[src/rtl/prci_pkg.sv]
// prci_pkg: shared types, FSM states, register map, reset-cause codes and PnP IDs for apb_prci
package prci_pkg;

    typedef enum logic [2:0] {
        WAIT_LOCK,
        HOLD,
        RUN,
        DM_RST,
        SW_RST
    } state_t;

    localparam logic [11:0] REG_STATUS = 12'h000;
    localparam logic [11:0] REG_SWRST  = 12'h004;
    localparam logic [11:0] REG_CAUSE  = 12'h008;
    localparam logic [11:0] REG_HOLD   = 12'h00C;

    localparam logic [3:0] CAUSE_POR  = 4'h1;
    localparam logic [3:0] CAUSE_DM   = 4'h2;
    localparam logic [3:0] CAUSE_SW   = 4'h4;
    localparam logic [3:0] CAUSE_LOCK = 4'h8;

    localparam logic [15:0] PRCI_VID = 16'h00F1;
    localparam logic [15:0] PRCI_DID = 16'h0F10;

    typedef struct packed {
        logic [31:0] addr_start;
        logic [31:0] addr_end;
    } mapinfo_type;

    typedef struct packed {
        logic [15:0] vid;
        logic [15:0] did;
        logic [31:0] addr_start;
        logic [31:0] addr_end;
    } dev_config_type;

    typedef struct packed {
        logic [31:0] paddr;
        logic [31:0] pwdata;
        logic        pwrite;
        logic        psel;
        logic        penable;
    } apb_in_type;

    typedef struct packed {
        logic [31:0] prdata;
        logic        pready;
        logic        pslverr;
    } apb_out_type;

endpackage

[src/rtl/prci_sync.sv]
// prci_sync: sync_stages-deep synchronizer chain, cleared by synchronous active-low reset
module prci_sync #(
    parameter int sync_stages = 2
) (
    input  logic i_clk,
    input  logic i_nrst,
    input  logic i_d,
    output logic o_q
);

    logic [sync_stages-1:0] sync_q, sync_d;

    // shift the asynchronous input one stage per clock
    always_comb sync_d = {sync_q[sync_stages-2:0], i_d};

    // every stage, including the first, is cleared by reset
    always_ff @(posedge i_clk) sync_q <= i_nrst ? sync_d : '0;

    assign o_q = sync_q[sync_stages-1];

endmodule

[src/rtl/apb_prci.sv]
// apb_prci: reset sequencer with APB status/control; PRCI_LOCK_LOSS_RESET_EN makes PLL lock loss reset the SoC
module apb_prci import prci_pkg::*; #(
    parameter int hold_cycles = 16,
    parameter int sync_stages = 2
) (
    input  logic           i_clk,
    input  logic           i_nrst,
    input  logic           i_pll_locked,
    input  logic           i_dmreset,
    input  mapinfo_type    i_mapinfo,
    output dev_config_type o_cfg,
    input  apb_in_type     i_apbi,
    output apb_out_type    o_apbo,
    output logic           o_sys_nrst,
    output logic           o_dbg_nrst
);

    localparam int CW = $clog2(hold_cycles);
    localparam logic [CW-1:0] CNT_MAX = CW'(hold_cycles - 1);

    state_t        state_q, state_d;
    logic [CW-1:0] cnt_q, cnt_d;
    logic          locked_s, locked_prev_q;
    logic          sys_q, sys_d, dbg_q, dbg_d, lost_q, lost_d;
    logic [3:0]    cause_q, cause_d;
    apb_out_type   apbo_q, apbo_d;
    logic [11:0]   off;
    logic [31:0]   rdata;
    logic          access, wr, bad, sw_req, clr_lost, lock_fall, loss, lock_rst;
    logic          unused;

    prci_sync #(.sync_stages(sync_stages)) u_sync (
        .i_clk (i_clk),
        .i_nrst(i_nrst),
        .i_d   (i_pll_locked),
        .o_q   (locked_s)
    );

    // APB decode: one wait state, response registered with the access
    always_comb begin
        off      = i_apbi.paddr[11:0] - i_mapinfo.addr_start[11:0];
        access   = i_apbi.psel & i_apbi.penable & ~apbo_q.pready;
        wr       = access & i_apbi.pwrite;
        bad      = ~(off inside {REG_STATUS, REG_SWRST, REG_CAUSE, REG_HOLD});
        rdata    = off == REG_STATUS ? {28'd0, dbg_q, sys_q, lost_q, locked_s} :
                   off == REG_CAUSE  ? {28'd0, cause_q} :
                   off == REG_HOLD   ? 32'(hold_cycles) : 32'd0;
        sw_req   = wr & (off == REG_SWRST) & i_apbi.pwdata[0];
        clr_lost = wr & (off == REG_STATUS) & i_apbi.pwdata[1];
        apbo_d.pready  = access;
        apbo_d.pslverr = access & bad;
        apbo_d.prdata  = (access & ~i_apbi.pwrite & ~bad) ? rdata : 32'd0;
    end

    // reset sequencing FSM; reset outputs follow the next state so they are registered
    always_comb begin
        state_d   = state_q;
        cnt_d     = cnt_q;
        cause_d   = cause_q;
        lock_fall = locked_prev_q & ~locked_s;
`ifdef PRCI_LOCK_LOSS_RESET_EN
        loss      = lock_fall & (state_q inside {RUN, DM_RST, SW_RST});
        lock_rst  = loss;
`else
        loss      = lock_fall & (state_q == RUN);
        lock_rst  = 1'b0;
`endif
        case (state_q)
            WAIT_LOCK: if (locked_s) begin
                state_d = HOLD;
                cnt_d   = '0;
            end
            HOLD: begin
                cnt_d = cnt_q + CW'(1);
                if (!locked_s) state_d = WAIT_LOCK;
                else if (cnt_q == CNT_MAX) state_d = RUN;
            end
            RUN: if (i_dmreset) begin
                state_d = DM_RST;
                cause_d = CAUSE_DM;
            end else if (sw_req) begin
                state_d = SW_RST;
                cnt_d   = '0;
                cause_d = CAUSE_SW;
            end
            DM_RST: if (!i_dmreset) begin
                state_d = HOLD;
                cnt_d   = '0;
            end
            SW_RST: begin
                cnt_d = cnt_q + CW'(1);
                if (cnt_q == CNT_MAX) state_d = RUN;
            end
            default: state_d = WAIT_LOCK;
        endcase
        if (lock_rst) begin
            state_d = WAIT_LOCK;
            cause_d = CAUSE_LOCK;
        end
        sys_d  = state_d == RUN;
        dbg_d  = ~lock_rst & (dbg_q | sys_d);
        lost_d = loss | (lost_q & ~clr_lost);
    end

    // state and output registers with synchronous active-low reset
    always_ff @(posedge i_clk) begin
        if (!i_nrst) begin
            state_q       <= WAIT_LOCK;
            cnt_q         <= '0;
            locked_prev_q <= 1'b0;
            sys_q         <= 1'b0;
            dbg_q         <= 1'b0;
            lost_q        <= 1'b0;
            cause_q       <= CAUSE_POR;
            apbo_q        <= '0;
        end else begin
            state_q       <= state_d;
            cnt_q         <= cnt_d;
            locked_prev_q <= locked_s;
            sys_q         <= sys_d;
            dbg_q         <= dbg_d;
            lost_q        <= lost_d;
            cause_q       <= cause_d;
            apbo_q        <= apbo_d;
        end
    end

    assign o_apbo     = apbo_q;
    assign o_sys_nrst = sys_q;
    assign o_dbg_nrst = dbg_q;
    assign o_cfg      = '{vid: PRCI_VID, did: PRCI_DID,
                          addr_start: i_mapinfo.addr_start, addr_end: i_mapinfo.addr_end};
    assign unused     = ^{i_apbi.paddr[31:12], i_apbi.pwdata[31:2]};

endmodule

[config.mk]
export PLATFORM = sky130hd
export DESIGN_NAME = apb_prci
export DESIGN_NICKNAME = d
export VERILOG_FILES = /design/src/rtl/prci_pkg.sv /design/src/rtl/prci_sync.sv /design/src/rtl/apb_prci.sv
export SDC_FILE = /design/constraint.sdc
export NUM_CORES = 1
export LEC_CHECK = 0
export ABC_AREA = 1
export ABC_CLOCK_PERIOD_IN_PS = 3000
export CELL_PAD_IN_SITES_DETAIL_PLACEMENT = 1
export CELL_PAD_IN_SITES_GLOBAL_PLACEMENT = 1
export CORE_ASPECT_RATIO = 1.1
export CORE_MARGIN = 1.5
export CORE_UTILIZATION = 18
export CTS_BUF_LIST = sky130_fd_sc_hd__clkbuf_8 sky130_fd_sc_hd__clkbuf_16
export CTS_CLUSTER_SIZE = 14
export DETAILED_ROUTE_END_ITERATION = 10
export PLACE_DENSITY_LB_ADDON = 0.15
export SETUP_SLACK_MARGIN = 0.02
export SKIP_CTS_REPAIR_TIMING = 1
export SLEW_MARGIN = 40
export SYNTH_ARGS = -nofsm -noshare
export SYNTH_HDL_FRONTEND = slang
export SYNTH_SLANG_ARGS = --single-unit
export TNS_END_PERCENT = 20
[constraint.sdc]
create_clock -name i_clk -period 3 [get_ports i_clk]
set_input_delay 0.6 -clock i_clk [delete_from_list [all_inputs] [get_ports i_clk]]
set_output_delay 0.6 -clock i_clk [all_outputs]
set_load 0.05 [all_outputs]
Yosys cells after proc, flatten, opt, wreduce, memory -nomap -nowiden
Index checks and enable logic that the tools add are counted.
- register bits after elaboration: 24
- bitwise logic cells: 22
- multiplexer cells: 17
- eq/ne operators: 13
- reduce and logical (&&, ||, !) cells: 10
- $add $sub $neg: 2
- operators by type and width (operator ; count):
    4-bit 2-to-1 mux ; 8
    12-bit by 4-bit equality test with 1-bit output, second input constant ; 2
    3-bit 2-to-1 mux ; 6
    4-bit case mux with 4 select lines ; 1
    3-bit case mux with 5 select lines ; 1
    1-bit AND ; 13
    12-bit by 3-bit equality test with 1-bit output, second input constant ; 1
    12-bit logical NOT ; 1
    12-bit subtractor ; 1
    3-bit by 2-bit equality test with 1-bit output, second input constant ; 3
    4-bit nonzero test ; 2
    1-bit NOT ; 7
    2-bit inequality test, second input constant ; 3
    5-bit 2-to-1 mux ; 1
    5-bit AND reduction ; 1
    4-bit by 1-bit adder with 4-bit output, second input constant ; 1
    4-bit equality test, second input constant ; 1
    2-bit AND reduction ; 2
    4-bit OR reduction ; 1
    3-bit by 1-bit equality test with 1-bit output, second input constant ; 1
    3-bit equality test, second input constant ; 1
    3-bit logical NOT ; 1
    2-bit by 1-bit inequality test with 1-bit output, second input constant ; 1
    1-bit OR ; 2
    2 further kinds ; 2

Longest topological paths before layout
- depth in word-level cells: 10
- depth in mapped cells: 19
- mapped depth without buffers: 19

Modules after synthesis
A second synthesis with hierarchy kept.
- cell total of the unflattened synthesis: 420
- area, all modules: 2678.8 um2
- modules (own cells, without submodules) (module ; times used ; sequential area each (um2) ; area an instance (um2) ; cells each):
    apb_prci ; 1 ; 420.4 ; 2623.8 ; 414
    prci_sync ; 1 ; 40.0 ; 55.1 ; 6

Worst setup path before layout
No wires, ideal clock.
- path type: input port to flip-flop
- start point: input port i_mapinfo[34] (netlist name)
- end point: register cnt_q[0]
- setup time: 132 ps
- arrival time: 2182 ps
- slack: 686 ps
- buffers on the path: 0
- cell stages on the path: 14
- cell sequence: inv_1 ha_1 nand2_1 nand2_1 inv_1 nand2_2 xnor2_2 nand2_1 nor3_2 nand3_1 nand2_1 nand2_1 nand2_1 a21oi_1
- longest elaborated chain between the ends: 6
- ends and longest elaborated chain (what ; line ; text):
    start, declared ; apb_prci.sv:10 ; input mapinfo_type i_mapinfo,
    12-bit subtractor ; apb_prci.sv:41 ; off = i_apbi.paddr[11:0] - i_mapinfo.addr_start[11:0];
    12-bit by 3-bit equality test with 1-bit output ; apb_prci.sv:48 ; sw_req = wr & (off == REG_SWRST) & i_apbi.pwdata[0];
    1-bit AND (2 in series) ; apb_prci.sv:48 ;
    2-bit inequality test (no line) ; - ;
    5-bit AND reduction (no line) ; - ;
    end signal, assigned ; apb_prci.sv:118 ; cnt_q <= cnt_d;
    end, declared ; apb_prci.sv:22 ; logic [CW-1:0] cnt_q, cnt_d;
No other way between the ends.
A chain may end at the register's enable or synchronous reset.

Worst setup path after layout
- start point: input port i_mapinfo[40] (netlist name)
- end point: register apbo_q (netlist bit o_apbo[2])
- longest elaborated chain between the ends: 5
- ends and longest elaborated chain (what ; line ; text):
    12-bit subtractor (*) ; apb_prci.sv:41 ;
    12-bit by 3-bit equality test with 1-bit output (tied with other cells) ; apb_prci.sv:44 ; bad = ~(off inside {REG_STATUS, REG_SWRST, REG_CAUSE, REG_HOLD});
    4-bit nonzero test ; apb_prci.sv:44 ;
    1-bit AND ; apb_prci.sv:52 ; apbo_d.prdata = (access & ~i_apbi.pwrite & ~bad) ? rdata : 32'd0;
    2-bit AND reduction (no line) ; - ;
    end signal, assigned ; apb_prci.sv:124 ; apbo_q <= apbo_d;
    end, declared ; apb_prci.sv:26 ; apb_out_type apbo_q, apbo_d;
Mark *: on every way between the ends. The rest lies on a longest branch, timed or not.

==> results_dict.tcl <==
set metrics [dict create \
    drtIter0Drc 37 \
    die_w_um 119 \
    period_share_pct 91.7 \
    synth_cells 412 \
    remaining_drc_errors 0 \
    finClkSkew_ps 0.899 \
    worst_setup_path_start_kind "primary input" \
    post-route-min-period_ps 2750 \
    cpPeakStageDelay_ps 480 \
    synth.area.top_cells "buf_4 35%, dfxtp_1 17%, nand2_1 13%, inv_1 8.0%, ha_1 5.6%" \
    crit-reg2reg-launch "state_q[1]$_SDFF_PN0_" \
    grt_pass1_wl_mm 10.4 \
    path_max_fanout 7 \
    antenna_found_initial 0 \
    comb_power_share_pct 45.8 \
    final_common_cell "nand2_1" \
    setup_viol 0 \
    design_area_sq_mm 0.00310 \
    fin_nets 572 \
    clock_latency_ps 250 \
    r2r_slack_ps 1170 \
    p_leak_nw 1.50 \
    ir_drop_uv 160 \
    drt-total-wl_mm 6.41 \
    vias 2192 \
    dpl-instance-area_sq_mm 0.00288 \
    path_cells "clkdlybuf4s50_1, inv_1, ha_2, nand2_1, nor2_1, nand3_1, nand3_1, nand2_1, nand2_1, nand2_1, nor2_4, buf_4, nand2_2, nand3_2, nand2_2, a21oi_1" \
    internal_power_uw 643 \
    slew_viol_final 0 \
    ios 267 \
    grt_max_degree 13 \
    slowest_stage "clkdlybuf4s50_1" \
    cts_tree "done" \
    dp_hpwl_mm 5.41 \
    relSlewSlack_pct 57.8 \
    via_per_inst 3.56 \
    synth_seq_area_share_pct 17.2 \
    dr.pass1.iters 4 \
    tightest_slew_ps 628 \
    clk_pin_slew_ps 60 \
    reg2reg_depth 7 \
    layout.cells.most_common_list "89 x nand2_1, 59 x conb_1, 58 x inv_1" \
    die_y_um 131 \
    synth_area_sq_mm 0.00268 \
    crit_type "in -> reg" \
    fmax_mhz 364 \
    yosysTopAreaCell "buf_4" \
    rsz0062_at_grt "false" \
    seq_power_share_pct 28.3 \
    status "completed" \
    power.switching_uw 458 \
    ys_seq_elements 23 \
    cts.sinks 23 \
    overflow 0 \
    swShare_pct 41.6 \
    antenna_left 0 \
    syn_avg_cell_area_sq_um 6.50 \
    cp.required_ps 3190 \
    crit_path_end_kind "flip-flop" \
    hold_viol 0 \
    wl_per_cell_um 10.4 \
    hold_path.class "reg -> reg" \
    fp.coreArea_sq_mm 0.0145 \
    cp.depth 16 \
    htreeDepth 1 \
    antenna_cells 0 \
    grt.total_usage_pct 8.10 \
    synth_top_cell_area_share_pct 34.5 \
    instances_no_fill 616 \
    maxCapViolCount 0 \
    p_per_area_mw_per_mm2 355 \
    timing.rr.end "state_q[0]$_SDFF_PN0_" \
    layout-drive-gt1-share_pct 13.0 \
    cts-root-buf "clkbuf_16" \
    ys.warnings.count 0 \
    cp_common_cell "nand2_1" \
    gp_congestion 0.766 \
    io_buffers 53 \
    dpl.cell_count 610 \
    cts_buffers 3 \
    grt_pass1_vias 2214 \
    rows 46 \
    fp.dieArea_sq_mm 0.0156 \
    area_delta_synth_final_pct 15.8 \
    critPathLaunch "i_mapinfo[40]" \
    crit_family "simple AND/OR/NAND/NOR gates" \
    cp-endpoint "o_apbo[2]$_SDFF_PN0_" \
    crit_buf_inv 3 \
    report.power.total_mw 1.10 \
    cts.path.max_buffers 2 \
    initial_utilization_pct 18.5 \
    synth_cell_types 29 \
    cp.arrival_ps 2940 \
    clock_power_share_pct 25.9 \
]
## final cells by class
type | instances | area, sq um
Fill cell | 1823 | 11400
Inverter | 58 | 218
Sequential cell | 23 | 460
Clock inverter | 1 | 3.75
Timing Repair Buffer | 75 | 696
Tap cell | 192 | 240
Clock buffer | 3 | 75.1
Multi-Input combinational cell | 264 | 1410
## kinds of logic after synthesis
logic type	synth area share, %
simple gates	27.9
flops	17.2
buf+inv	42.8
xor+xnor	1.26
compound gates	5.00
fa+ha+maj	5.61
other cells	0.281
## registers in the layout (all words and copies together), names as in the netlist
register,flops
cause_q,3
lost_q,1
locked_prev_q,1
o_sys_nrst,1
cnt_q,4
u_sync.sync_q,2
o_dbg_nrst,1
o_apbo,7
state_q,3
## stage by stage
| stage | utilization, % | setup slack [ps] | setup TNS (ps) | hold WS, ps |
|---|---|---|---|---|
| after global routing | 21.4 | 14.7 | 0 | 464 |
| after CTS | 20.4 | 17.2 | 0 | 425 |
| after detailed placement | 19.9 | -242 | -2150 | 410 |
| final | 21.4 | 249 | 0 | 416 |
| after global placement | 19.9 | -205 | -1570 | 396 |
| after floorplan | - | 686 | 0 | 390 |
## how the worst min path moves through the flow
stage | from | endpoint | slack [ps] | cells past startpoint
6_report | u_sync.sync_q[0]$_SDFF_PN0_ | u_sync.sync_q[1]$_SDFF_PN0_ | 420 | 2
5_1_grt | u_sync.sync_q[0]$_SDFF_PN0_ | u_sync.sync_q[1]$_SDFF_PN0_ | 460 | 2
4_1_cts | u_sync.sync_q[0]$_SDFF_PN0_ | u_sync.sync_q[1]$_SDFF_PN0_ | 420 | 2
3_5_place_dp | u_sync.sync_q[0]$_SDFF_PN0_ | u_sync.sync_q[1]$_SDFF_PN0_ | 410 | 2
3_3_place_gp | u_sync.sync_q[0]$_SDFF_PN0_ | u_sync.sync_q[1]$_SDFF_PN0_ | 400 | 2
2_1_floorplan | u_sync.sync_q[0]$_SDFF_PN0_ | u_sync.sync_q[1]$_SDFF_PN0_ | 390 | 2
## Yosys cell counts (all sizes together)
cell / n
a21oi: 19
a311oi: 1
a31oi: 1
and3: 1
buf: 123
clkbuf: 1
conb: 2
dfxtp: 23
ha: 12
inv: 58
nand2: 97
nand3: 24
nand3b: 3
nand4: 10
nor2: 22
nor3: 7
o21ai: 4
or2: 1
xnor2: 2
xor2: 1
## power by group through the flow
stage / clock, mW / combinational [mW] / sequential (mW)
floorplan: 0 / 0.599 / 0.322
finish: 0.285 / 0.504 / 0.312
CTS: 0.298 / 0.483 / 0.312
global placement: 0 / 0.480 / 0.319
global route: 0.315 / 0.548 / 0.312
detailed placement: 0 / 0.482 / 0.319
## metal layers
metal / vias up / track usage [%] / routed length (um)
met5: - / 0 / 0
met1: 952 / 9.66 / 2910
met4: 0 / 3.19 / 175
met3: 22 / 1.82 / 452
li1: 1122 / - / -
met2: 96 / 14.2 / 2870
## tightest hold or removal path: cells and delay by family (launching register included)
kind,cells,cell delay (ps)
buffers and inverters,1,40
DFF,1,300
and+or+nand+nor,1,50
(Power assumes the default switching activity.)
==> edit 1, RTL diff (same settings) <==
Add a define of `PRCI_LOCK_LOSS_RESET_EN`.
--- a/src/rtl/apb_prci.sv
+++ b/src/rtl/apb_prci.sv
@@ -1,2 +1,4 @@
 // apb_prci: reset sequencer with APB status/control; PRCI_LOCK_LOSS_RESET_EN makes PLL lock loss reset the SoC
+`define PRCI_LOCK_LOSS_RESET_EN
+
 module apb_prci import prci_pkg::*; #(
Check against the original RTL: no difference found for any inputs over 10 cycles, from zero or initial values and one cycle with i_nrst low; that may be too few to reach the edited logic, so the function may still have changed.
==> edit 1 against the original RTL <==
- synthesized cell count up 5.3%
- first-iteration DRC count up 62%
- sequential cell count up 1
- setup slack better by 0.035 ns
- register-to-register slack better by 0.18 ns
- power up 12%
- cell area up 3.4%
- area after synthesis up 5.8%
- wire length up 3.2%
- largest cell class unchanged
==> edit 1: results (changes against the original RTL) <==
- Post-synth top cells: buf_4 (123), nand2_1 (84), inv_1 (66), nor2_1 (27), nand3_1 (25)
- Synth cell types: 32 (+10%)
- Post-layout nets: 587 (+2.6%)
- RR Startpoint: state_q[0]$_SDFF_PN0_
- Post-layout instance count excluding filler cells: 635 (+3.1%)
- Vias in the first global route: 2,237 (+1.0%)
- Core footprint: 0.0152 mm2 (+5.0%)
- Dpl cells: 630 (+3.3%)
- Worst Setup Slack post-DPL: -0.140 ns (+0.102 ns)
- Leak: 1.61 nW (+7.3%)
- Layout Skew: 0.00258 ns (+0.00168 ns)
- Slew margin rel.: 0.655 (+0.0769)
- Layout cell share with drive strength beyond 1: 0.148 (+0.0183)
- CTS root buf: clkbuf_16
- Filler cells: 1,877 (+3.0%)
- DR iter-0 viols: 60 (+62%)
- Status: finished, final reports clean
- First-pass GRT wire length: 10,800 um (+3.7%)
- FF-to-FF setup slack: 1.35 ns (+0.18 ns)
- DR vias: 2,271 (+3.6%)
- Sequential share of cell area: 0.150 (+0.00132)
- Critical path arrival: 2.92 ns (-0.02 ns)
- Routed WL: 6610 um (+3.2%)
- GRT Total Usage: 0.0800 (-0.00101)
- Worst Path Max Fanout: 6 (-1)
- Synth area leaders: buf_4 (33%), dfxtp_1 (17%), nand2_1 (11%)
- Nonclk buf count: 68 (-9.3%)
- Initial antenna violation count: 0 (unchanged)
- Pin count of the biggest net entering global routing: 15 (+2)
- Inverters: 73 (+26%)
- RR Endpoint: o_dbg_nrst$_SDFF_PN0_
- Total area of sequential cells: 480 um2 (+4.3%)
- Final hold slack: 0.419 ns (+0.00323 ns)
- Worst Setup SP: i_mapinfo[37]
- Worst-path clk slew: 0.06 ns (about the same)
- Placed instance area: 0.00300 mm2 (+4.0%)
- #MultiIn Comb: 270 (+2.3%)
- Dpl hpwl: 5760 um (+6.4%)
- GPL Wtd Cong: 0.747 (-2.5%)
- Non-clk buf share: 0.201 (-0.0238)
- ClkCell Share: 0.0328 (+0.00735)
- Peak VDD IR: 0.203 mV (+27%)
- Area of the multi-input gates: 0.00146 mm2 (+3.6%)
- Gate count after technology mapping: 434 (+5.3%)
- R2R depth: 5 (-2)
- Number of synthesized register bits: 24 (+4.3%)
==> edit 1: logic make-up (layout without fill, tap and decap cells) <==
group | count (synthesis) | count (layout) | share of synthesized area
buffers and inverters | 197 | 145 | 0.424
DFF | 24 | 24 | 0.170
AOI/OAI and AO/OA | 27 | 27 | 0.0539
and+or+nand+nor | 168 | 168 | 0.284
xor gates and xnor gates | 4 | 4 | 0.0124
other | 2 | 59 | 0.00265
adders and majority gates | 12 | 12 | 0.0530
==> edit 1: per-layer routing <==
| layer | wire length, um | vias up | track usage |
|---|---|---|---|
| li1 | - | 1149 | - |
| met1 | 3020 | 1014 | 0.100 |
| met2 | 2980 | 90 | 0.138 |
| met3 | 492 | 18 | 0.0152 |
| met4 | 114 | 0 | 0.0239 |
| met5 | 0 | - | 0 |
==> edit 1: power by group <==
part           total (mW)  switching, mW  internal [mW]
clock network       0.384          0.119          0.265
registers           0.325        0.00256          0.322
logic               0.525          0.368          0.157
==> edit 2, RTL diff (config.mk and constraints unchanged) <==
Made on the original files. Register the input `i_mapinfo` before use, without a reset. The logic sees it one clock later. The other inputs are not delayed to match.
--- a/src/rtl/apb_prci.sv
+++ b/src/rtl/apb_prci.sv
@@ -19,2 +19,8 @@
     localparam logic [CW-1:0] CNT_MAX = CW'(hold_cycles - 1);
+
+    mapinfo_type i_mapinfo_q;
+
+    always_ff @(posedge i_clk) begin
+        i_mapinfo_q <= i_mapinfo;
+    end
 
@@ -40,3 +46,3 @@
     always_comb begin
-        off      = i_apbi.paddr[11:0] - i_mapinfo.addr_start[11:0];
+        off      = i_apbi.paddr[11:0] - i_mapinfo_q.addr_start[11:0];
         access   = i_apbi.psel & i_apbi.penable & ~apbo_q.pready;
@@ -131,3 +137,3 @@
     assign o_cfg      = '{vid: PRCI_VID, did: PRCI_DID,
-                          addr_start: i_mapinfo.addr_start, addr_end: i_mapinfo.addr_end};
+                          addr_start: i_mapinfo_q.addr_start, addr_end: i_mapinfo_q.addr_end};
     assign unused     = ^{i_apbi.paddr[31:12], i_apbi.pwdata[31:2]};
Formal check against the unedited RTL: not equivalent (Yosys sat finds a counterexample within 4 cycles, from zero or initial values and one cycle with i_nrst low).
==> edit 2 against the original RTL <==
- core utilization is 7.3 points higher
- sequential cell count is 64 higher
- global-route usage is 2.1 points higher
- area after synthesis is 34% higher
- wire length is 53% higher
- power grew to 2.8 times the old value
- cell area is 79% higher
- setup slack better by 0.12 ns
- critical path type unchanged
- largest power group is now registers
==> edit 2: results (changes against the original RTL) <==
- Status: finished, final reports clean
- Sequential area share after synthesis: 0.487 (+0.315)
- GPL Wtd Cong: 0.760 (-0.82%)
- Leak: 2.49 nW (+66%)
- Post-synth top cells: dfxtp_1 (87), nand2_1 (78), buf_4 (59), inv_1 (59), nor2_1 (25)
- GRT Total Usage: 0.102 (+0.0205)
- Critical path arrival: 2.85 ns (-0.09 ns)
- Largest register FFs: 64 (+57)
- Synth area leaders: dfxtp_1 (49%), buf_4 (12%), nand2_1 (8.2%)
- Pin count of the biggest net entering global routing: 18 (+5)
- Layout cell share with drive strength beyond 1: 0.0912 (-0.0385)
- DR vias: 2,999 (+37%)
- Layout Skew: 0.00994 ns (+0.00904 ns)
- Dpl cells: 823 (+35%)
- Internal power: 2.03 mW (+220%)
- Synth cell types: 34 (+17%)
- First-pass GRT wire length: 15,800 um (+52%)
- Drt wl/cell: 11.7 um (+12%)
- Post-layout nets: 734 (+28%)
- R2R depth: 14 (+7)
- RR Startpoint: o_cfg[37]$_DFF_P_
- Avg Cell Area, Syn: 8.53 um2 (+31%)
- TritonCTS Buffers: 9 (+6)
- Routed WL: 9800 um (+53%)
- Dpl hpwl: 8220 um (+52%)
- Worst Path Max Fanout: 4 (-3)
- Vias in the first global route: 3,222 (+46%)
- Worst Tran Pin Value: 0.566 ns (-0.0622 ns)
[edit 2: layer usage]
metal / share of wire / GRT usage
met5: 0 / 0
met4: 0.022 / 0.0468
met3: 0.12 / 0.0535
met2: 0.50 / 0.176
met1: 0.36 / 0.0991
[edit 2: cell families (layout without fill, tap and decap cells)]
group	after synthesis	count (layout)	synth area share
simple gates	165	165	0.226
compound gates	25	25	0.0385
flops	87	87	0.487
xor+xnor	4	4	0.0119
other cells	2	59	0.00210
buf+inv	124	240	0.192
fa+ha+maj	12	12	0.0420
[edit 2: worst max-delay path, cell delays in order]
cell and delay [ns]:
clkdlybuf4s50_1 0.48, inv_1 0.06, ha_1 0.21, inv_1 0.08
nand2_1 0.06, nand2_2 0.11, nand2_1 0.09, nand2_2 0.08
nand2_1 0.05, nand2_1 0.07, nand3_2 0.14, nor3_2 0.30
nand3_1 0.12, nand2_1 0.12, nand2_1 0.13, nand2_1 0.09
a21oi_1 0.06
[edit 2: stage by stage]
stage                     cell area (um2)  setup WS [ns]  setup TNS [ns]
final                                5530          0.370               0
after CTS                            5530          0.321               0
after detailed placement             5250        -0.0407          -0.142
after floorplan                      3790          0.666               0
after global placement               5250         0.0133               0
after global routing                 5530         0.0821               0
[edit 2: power groups by stage]
stage	logic [mW]	registers [mW]	clock network, mW
finish	0.751	1.22	1.09
global route	0.809	1.22	1.20
CTS	0.760	1.22	1.14
detailed placement	0.757	1.25	0
global placement	0.752	1.25	0
floorplan	0.395	1.41	0
[edit 2: worst paths after layout]
path / to / slack, ns
worst max-delay path: cnt_q[0]$_SDFFE_PN0P_ / 0.37
worst min-delay path: u_sync.sync_q[1]$_SDFF_PN0_ / 0.41
worst max register to register: cnt_q[0]$_SDFFE_PN0P_ / 0.66
worst min register to register: u_sync.sync_q[1]$_SDFF_PN0_ / 0.41
[edit 2: layout make-up]
cell class / count / area [um2]
Sequential cell: 87 / 1740
Tap cell: 247 / 309
Clock inverter: 7 / 62.6
Clock buffer: 9 / 225
Timing Repair Buffer: 160 / 1590
Fill cell: 2265 / 13800
Multi-Input combinational cell: 265 / 1360
Inverter: 64 / 240
